**config.mk**
```make
export PLATFORM = sky130hd
export DESIGN_NAME = serial_normalizer
export DESIGN_NICKNAME = d
export VERILOG_FILES = /design/src/rtl/serial_normalizer.sv
export SDC_FILE = /design/constraint.sdc
export NUM_CORES = 1
export LEC_CHECK = 0
export ABC_AREA = 1
export CORE_MARGIN = 1.5
export CORE_UTILIZATION = 45
export DETAILED_ROUTE_END_ITERATION = 10
export PLACE_DENSITY = 0.82
export SYNTH_ARGS = -nofsm -noshare
export SYNTH_HDL_FRONTEND = slang
export SYNTH_SLANG_ARGS = --single-unit
export TNS_END_PERCENT = 50
```
**constraint.sdc**
```tcl
create_clock -name clk -period 1.3 [get_ports clk]
set_input_delay 0.13 -clock clk [delete_from_list [all_inputs] [get_ports clk]]
set_output_delay 0.13 -clock clk [all_outputs]
set_load 0.01 [all_outputs]
```
**src/rtl/serial_normalizer.sv**
```systemverilog
`default_nettype none
// ============================================================================
//  Module   : serial_normalizer
//  Purpose  : Iterative leading-zero normalizer. A word accepted in IDLE is
//             shifted left one bit per cycle until its MSB is set (or it is
//             found to be zero), then held in DONE until it is taken.
//  Ports    :
//    clk        - single clock, all state updates on its rising edge
//    rst        - synchronous active-high reset
//    in_valid   - upstream word valid
//    in_ready   - block can accept a word (IDLE only)
//    in_data    - word to normalize (BW bits)
//    out_valid  - result valid (DONE only)
//    out_ready  - downstream accepts the result
//    out_data   - normalized word, MSB set unless the input was zero
//    out_shift  - leading-zero count applied ($clog2(BW) bits)
//    out_zero   - the accepted word was all zeros
//  Revision : 1.0 - initial release
// ============================================================================
module serial_normalizer #(
   parameter int BW = 8
) (
   input  logic                  clk,
   input  logic                  rst,
   input  logic                  in_valid,
   output logic                  in_ready,
   input  logic [BW-1:0]         in_data,
   output logic                  out_valid,
   input  logic                  out_ready,
   output logic [BW-1:0]         out_data,
   output logic [$clog2(BW)-1:0] out_shift,
   output logic                  out_zero
);

   localparam int SW = $clog2(BW);

   typedef enum logic [1:0] {
      ST_IDLE = 2'd0,
      ST_NORM = 2'd1,
      ST_DONE = 2'd2
   } state_t;

   state_t          state_q, state_d;
   logic [BW-1:0]   work_q,  work_d;
   logic [SW-1:0]   cnt_q,   cnt_d;
   logic            zero_q,  zero_d;

   // ------------------------------------------------------------------------
   // State register
   // ------------------------------------------------------------------------
   always_ff @(posedge clk) begin
      if (rst) begin
         state_q <= ST_IDLE;
         work_q  <= '0;
         cnt_q   <= '0;
         zero_q  <= 1'b0;
      end else begin
         state_q <= state_d;
         work_q  <= work_d;
         cnt_q   <= cnt_d;
         zero_q  <= zero_d;
      end
   end

   // ------------------------------------------------------------------------
   // Next-state and output logic
   // ------------------------------------------------------------------------
   always_comb begin
      state_d   = state_q;
      work_d    = work_q;
      cnt_d     = cnt_q;
      zero_d    = zero_q;
      in_ready  = 1'b0;
      out_valid = 1'b0;
      out_data  = '0;
      out_shift = '0;
      out_zero  = 1'b0;

      case (state_q)
         ST_IDLE: begin
            in_ready = 1'b1;
            if (in_valid) begin
               work_d  = in_data;
               cnt_d   = '0;
               zero_d  = 1'b0;
               state_d = ST_NORM;
            end
         end

         ST_NORM: begin
            // Zero test comes first so an all-zero word never shifts and the
            // counter stays at 0. A nonzero word reaches MSB=1 after at most
            // BW-1 shifts, so the counter is bounded by BW-1 and cannot wrap.
            if (work_q == '0) begin
               zero_d  = 1'b1;
               cnt_d   = '0;
               state_d = ST_DONE;
            end else if (work_q[BW-1]) begin
               state_d = ST_DONE;
            end else begin
               work_d = {work_q[BW-2:0], 1'b0};
               cnt_d  = cnt_q + SW'(1);
            end
         end

         ST_DONE: begin
            // Results are only exposed here; they read 0 in every other state.
            out_valid = 1'b1;
            out_data  = work_q;
            out_shift = cnt_q;
            out_zero  = zero_q;
            if (out_ready) begin
               state_d = ST_IDLE;
            end
         end

         default: begin
            state_d = ST_IDLE;
         end
      endcase
   end

endmodule
`default_nettype wire

```
# --- Word level (Yosys, flattened, before mapping) ---
# Cells that the tools add are included.
word_totals:
  ramBits: 0
  romBits: 0
  inputBits: 12
  mem_count: 0
  out_inout_bits: 14
  latchBits: 0
  register_bits: 14
classes:
  mux: 21
  n_mul: 0
  reduce_logical: 8
  n_eq_ne: 9
  bitwise_logic: 0
  order_cmp: 0
  div_mod_pow: 0
  shifts: 0
  n_addsub: 1
ops:
  columns: ["operator", "n"]
  rows:
  - ["two-way mux 8 bit", 4]
  - ["case mux 8 bit (2 select lines)", 1]
  - ["two-way mux 3 bit", 4]
  - ["AND reduction 3 bit", 4]
  - ["inequality test 2 bit, second input constant", 5]
  - ["logical NOT 8 bit", 1]
  - ["two-way mux 2 bit", 4]
  - ["inequality test 3 bit, second input constant", 2]
  - ["case mux 2 bit (3 select lines)", 1]
  - ["case mux 3 bit (2 select lines)", 1]
  - ["two-way mux 1 bit", 5]
  - ["AND reduction 4 bit", 1]
  - ["adder 3 x 1 -> 3 bit, second input constant", 1]
  - ["== test 2 x 1 -> 1 bit, second input constant", 1]
  - ["== test 2 bit, second input constant", 1]
  - ["logical NOT 2 bit", 1]
  - ["case mux 1 bit (2 select lines)", 1]
  - ["nonzero test 2 bit", 1]

# --- Depth between registers and ports, before layout ---
depth:
  depth_word: 4
  ltp_mapped: 9
  ltp_nobuf: 9

# --- Worst setup path after synthesis ---
# OpenSTA, ideal clock, no wires.
synth_timing:
  kind: "reg2reg"
  from: "register state_q[0]"
  to: "register work_q[4]"
  setup_slack_ns: 0.067
  path_stages_with_launch: 8
  t_required_ns: 1.187
  synth_period_minus_slack_ns: 1.233
  t_arrival_ns: 1.120
  n_path_buf: 1
  cell_sequence: "dfxtp_1 nor2_1 nand2_1 nand2_2 buf_6 nand3_2 nand2_1 nor2_2"
synth_between:
  elab_chain_cells: 3
  word_cells_on_any_way: 8
synth_lines:
  columns: ["element", "line_no", "rtl"]
  rows:
  - ["start, declared", "43", "state_t state_q, state_d;"]
  - ["start signal, assigned", "58", "state_q <= state_d;"]
  - ["== test 2 x 1 -> 1 bit / logical NOT 2 bit (equally long branches)", "79", "case (state_q)"]
  - ["inequality test 2 bit (no line) / nonzero test 2 bit (equally long branches)", null, null]
  - ["AND reduction 4 bit (no line)", null, null]
  - ["end signal, assigned", "59", "work_q <= work_d;"]
  - ["end, declared", "44", "logic [BW-1:0] work_q, work_d;"]
# Parallel ways exist; a longest one is shown, timed or not.
# A chain may end at the register's enable or synchronous reset.

# --- Worst setup path in the final report ---
layout_timing:
  from: "register state_q[1]"
  to: "output out_data[4]"
layout_between:
  elab_chain_cells: 2
layout_lines:
  columns: ["element", "line_no", "rtl"]
  rows:
  - ["== test 2 bit", "79", null]
  - ["two-way mux 8 bit", "79", null]
  - ["end, declared", "30", "output logic [BW-1:0] out_data,"]
# Every way passes these cells.

==> results <==
- The signal on the critical path passes through inv_2 > nor2_4 > clkinvlp_4 > buf_6 > buf_6 > nor2_4 > buf_6.
- For this run, the leading register cell type out of synthesis is sky130_fd_sc_hd__dfxtp_1.
- Along the worst path, the maximum fanout reaches 4.
- The netlist uses 22 different library cells.
- The die is 46.74 um tall.
- The peak per-stage delay on the critical path is 0.35 ns.
- The overflow left after global routing is 0.
- The slowest library cell on the worst path is sky130_fd_sc_hd__dfxtp_2.
- The mean routed wirelength per cell is 13.65 um.
- Across every metal layer, demand over resource in global routing totals 22.92%.
- For this run, the post-layout net count is approximately 200.
- The min-delay analysis places its worst path in the category input port to flop.
- The final number of max-transition violations is 0.
- The average instance in the mapped netlist occupies 6.376 um^2.
- The initial antenna violation count is 0.
- The first-pass GRT wire length is 3.608 mm.
- The TritonCTS clock tree is yes.
- For this run, the detailed router's first-pass iteration total came to 4.
- The DRC marker count from the first detailed-route iteration is 44.
- The worst-case IR drop observed on VDD is 0.8444 mV.
- Measured against its own limit, the worst slew margin works out to 80.84%.
- The flow ran to the end, but the final reports show violations.
- The worst hold path depth is 3.
- When the netlist entered floorplanning its net count stood at 148.
- The number of buffer and inverter stages on the critical path is 5.
- The area growth from synthesis to layout is 66.13%.
- The max-cap check violation count is 0.
- The final reports fail on negative setup slack.
- For this run, design rule violations remaining after detail routing come to 0.
- The commonest cells after synthesis are sky130_fd_sc_hd__nor2_1 (32), sky130_fd_sc_hd__nand2_1 (23), sky130_fd_sc_hd__a21oi_1 (19).
- For this run, the number of Yosys warnings is 0.
- The cell class contributing the biggest share of worst-path delay is buffers and inverters.
- The maximum number of pins on one net before global-route repair is 16.
- The final RePlAce weighted congestion is 0.8057.
- Counting cells, the worst reg-to-reg path comes to 11.
- The post-placement setup slack is -0.2284 ns.
- Fill cells in the final layout number 120.
- The type of the worst setup path is flop to primary output.
- In this run the deepest clock path goes through 2 buffers.
- The clock latency reported for the late side of the worst-skew pair is 0.28 ns.
- Setup slack on the critical path of the routed design comes to -0.1899 ns.
- The post-synthesis register bit count is 14.
- Data arrives at the worst endpoint at 1.36 ns.
- CTS built an H-tree with a depth of 1.
- The clock buffer count from CTS is 3.
- The count of endpoints failing hold in the final timing report is 0.
- The worst setup path is captured at a primary output.
- The number of clock sinks seen by CTS is 14.
- The transition time at the pin with the least slew margin is 0.2856 ns.
- After clock tree synthesis, the clock-pin slew on the worst setup and hold paths is 0.09 ns.
- The share of post-route cells with drive strength above 1 is 40.76%.
- Ranked by total cell area, the synthesized netlist is headed by sky130_fd_sc_hd__dfxtp_1 (33%), sky130_fd_sc_hd__nor2_1 (14%), sky130_fd_sc_hd__a21oi_1 (11%).
- The count of input and output buffers is 25.
- The netlist area before placement is 860.8 um^2.
- By instance count, the cell type seen most on the critical path is sky130_fd_sc_hd__buf_6.
- Derived from the worst setup path, the maximum achievable clock frequency is 671.2 MHz.
- The design draws 0.001701 W.
- In this run, post-CTS hold repair placed 0 buffers.
- The floorplan has 15 rows.
- The initial utilization of the core area, before any placement, comes to 48.79%.
- Detailed placement finished with a half-perimeter wire length of approximately 1.6 mm.
- The synthesized instance count is around 140.
- The area of the core region is around 1800 um^2.
- The count of nets left with antenna violations after detail routing is 0.
- The sequential cell fraction of total power is between 30% and 40%.
- The total detailed-routing wirelength is roughly 2.9 mm.
- The total setup violations reported at the end of the flow is 27.
- The cell-internal power is 0.001058 W.
- The die area is 2184 um^2.
- Summed over its instances, the top area cell type makes up 32.56% of the synthesized netlist area.
- The total power density per cell area is approximately 1200 nW/um^2.
- sky130_fd_sc_hd__nor2_1 is the most common cell in the netlist.
- The CTS root buffer is sky130_fd_sc_hd__clkbuf_4.
- Setup repair after global routing could not meet its margin everywhere.
- The post-detailed-route via-to-cell ratio is 5.057.
- At the worst endpoint, the required time is approximately 1.2 ns.
- The post-route setup TNS is -2.436 ns.
- The kind of start point of the critical path is a flop.
- The switching share of power is 37.81%.
- The number of antenna diodes in the final layout is 0.
- Yosys mapped a number of flops with a built-in enable equal to 0.
- The shortest clock period the worst path allows after layout is 1.490 ns.
- The proportion of power drawn by combinational gates is 48.4%.
- In this run, the clock network consumes 19.0% of the power.
- The async set-or-reset flop fraction in the synthesized netlist is 0%.
- On the final layout, the worst clock skew is 0.001175 ns.
- The largest area contributor in the synthesized netlist is sky130_fd_sc_hd__dfxtp_1.
- The horizontal die dimension is 46.74 um.
- Detailed routing inserted a total of roughly 1.1k vias.
- The critical path depth is 7.
- The share of the Yosys chip area taken by registers is 32.56%.
- For this design the top-level I/O count stands at 26.
- The final critical path takes up 114.6% of the cycle.
- The via count of the first global-routing pass came to 921.
- Final hold analysis gives a worst-case slack of 0.4197 ns.
- In this run the power spent charging and discharging nets is 0.0006434 W.
- For this design the static power due to leakage is 0.6505 nW.
sequential cells by signal (all words and copies together), names as in the netlist:
register,cells
work_q,8
cnt_q,3
state_q,2
zero_q,1
through the flow:
stage / std cells / cell area (um^2) / util, %
floorplan: 135 / 860.8 / -
global placement: 191 / 1209 / 68.51
detailed placement: 191 / 1209 / 68.51
CTS: 202 / 1257 / 71.28
global route: 209 / 1430 / 81.06
finish: 209 / 1430 / 81.06
power by group through the flow:
stage / combinational (W) / clock (W) / sequential (W)
2_1_floorplan: 0.000393 / 0 / 0.000545
3_3_place_gp: 0.000586 / 0 / 0.000550
3_5_place_dp: 0.000603 / 0 / 0.000555
4_1_cts: 0.000642 / 0.000321 / 0.000549
5_1_grt: 0.000881 / 0.000340 / 0.000564
6_report: 0.000824 / 0.000323 / 0.000555
metal layers:
metal,vias to the layer above,share of wire (%),global-route usage (%)
met5,-,0,0
met4,0,0.35,8.889
met3,2,5.5,3.462
met2,48,53,41.39
met1,485,41,27.32
li1,522,-,-
layout make-up:
cell class / instances / area [um^2] / area share, %
Timing Repair Buffer: 48 / 446.7 / 31.23
Inverter: 19 / 73.82 / 5.162
Multi-Input combinational cell: 98 / 551.8 / 38.58
Tap cell: 25 / 31.28 / 2.187
Timing Repair inverter: 1 / 7.507 / 0.5249
Sequential cell: 14 / 282.8 / 19.77
Clock buffer: 4 / 36.28 / 2.537
worst reg2reg max path, stage by stage, from the launching register on:
cell and delay [ns]:
sky130_fd_sc_hd__dfxtp_2 0.34, sky130_fd_sc_hd__inv_2 0.08, sky130_fd_sc_hd__buf_4 0.11, sky130_fd_sc_hd__buf_6 0.10, sky130_fd_sc_hd__nand2_8 0.08, sky130_fd_sc_hd__nor2_4 0.14, sky130_fd_sc_hd__inv_2 0.05, sky130_fd_sc_hd__nand2_4 0.10
sky130_fd_sc_hd__buf_12 0.12, sky130_fd_sc_hd__nand3_1 0.09, sky130_fd_sc_hd__nand2_1 0.08, sky130_fd_sc_hd__nor2_1 0.06
what timing repair did:
action	CTS	global route
setup endpoints to repair	20	26
resized for setup	63	25
pin swaps	2	8
cloned	1	2
buffers inserted	6	6
final timing paths:
check	startpoint	slack, ns	to
worst min register to register	zero_q	0.48	zero_q
worst max register to register	state_q[1]	-0.15	work_q[1]
worst max-delay path	state_q[1]	-0.19	out_data[4]
worst min-delay path	in_data[0]	0.42	work_q[0]
layout by cell type, fill, tap and decap left out, types with 3 or more instances in the layout:
| cell type | Yosys | final |
|---|---|---|
| sky130_fd_sc_hd__nor2_2 | 2 | 9 |
| sky130_fd_sc_hd__clkbuf_4 | 0 | 3 |
| sky130_fd_sc_hd__dfxtp_1 | 14 | 12 |
| sky130_fd_sc_hd__nor2_4 | 2 | 4 |
| sky130_fd_sc_hd__nand3_2 | 2 | 3 |
| sky130_fd_sc_hd__clkdlybuf4s50_1 | 0 | 11 |
| sky130_fd_sc_hd__a21oi_2 | 1 | 4 |
| sky130_fd_sc_hd__a21oi_1 | 19 | 16 |
| sky130_fd_sc_hd__buf_6 | 2 | 6 |
| sky130_fd_sc_hd__nand3_1 | 6 | 5 |
| sky130_fd_sc_hd__nand2_1 | 23 | 21 |
| sky130_fd_sc_hd__nand2_2 | 3 | 3 |
| sky130_fd_sc_hd__inv_1 | 17 | 15 |
| sky130_fd_sc_hd__nor2_1 | 32 | 23 |
| sky130_fd_sc_hd__buf_4 | 1 | 15 |
| sky130_fd_sc_hd__buf_2 | 0 | 11 |
cells by family (layout without fill, tap and decap cells):
group	after synthesis	after routing	share of synthesized area, %
fa+ha+maj	1	1	1.453
simple gates	72	72	38.08
flops	14	14	32.56
buf+inv	23	72	12.21
compound gates	25	25	15.70
(Power assumes the default switching activity.)
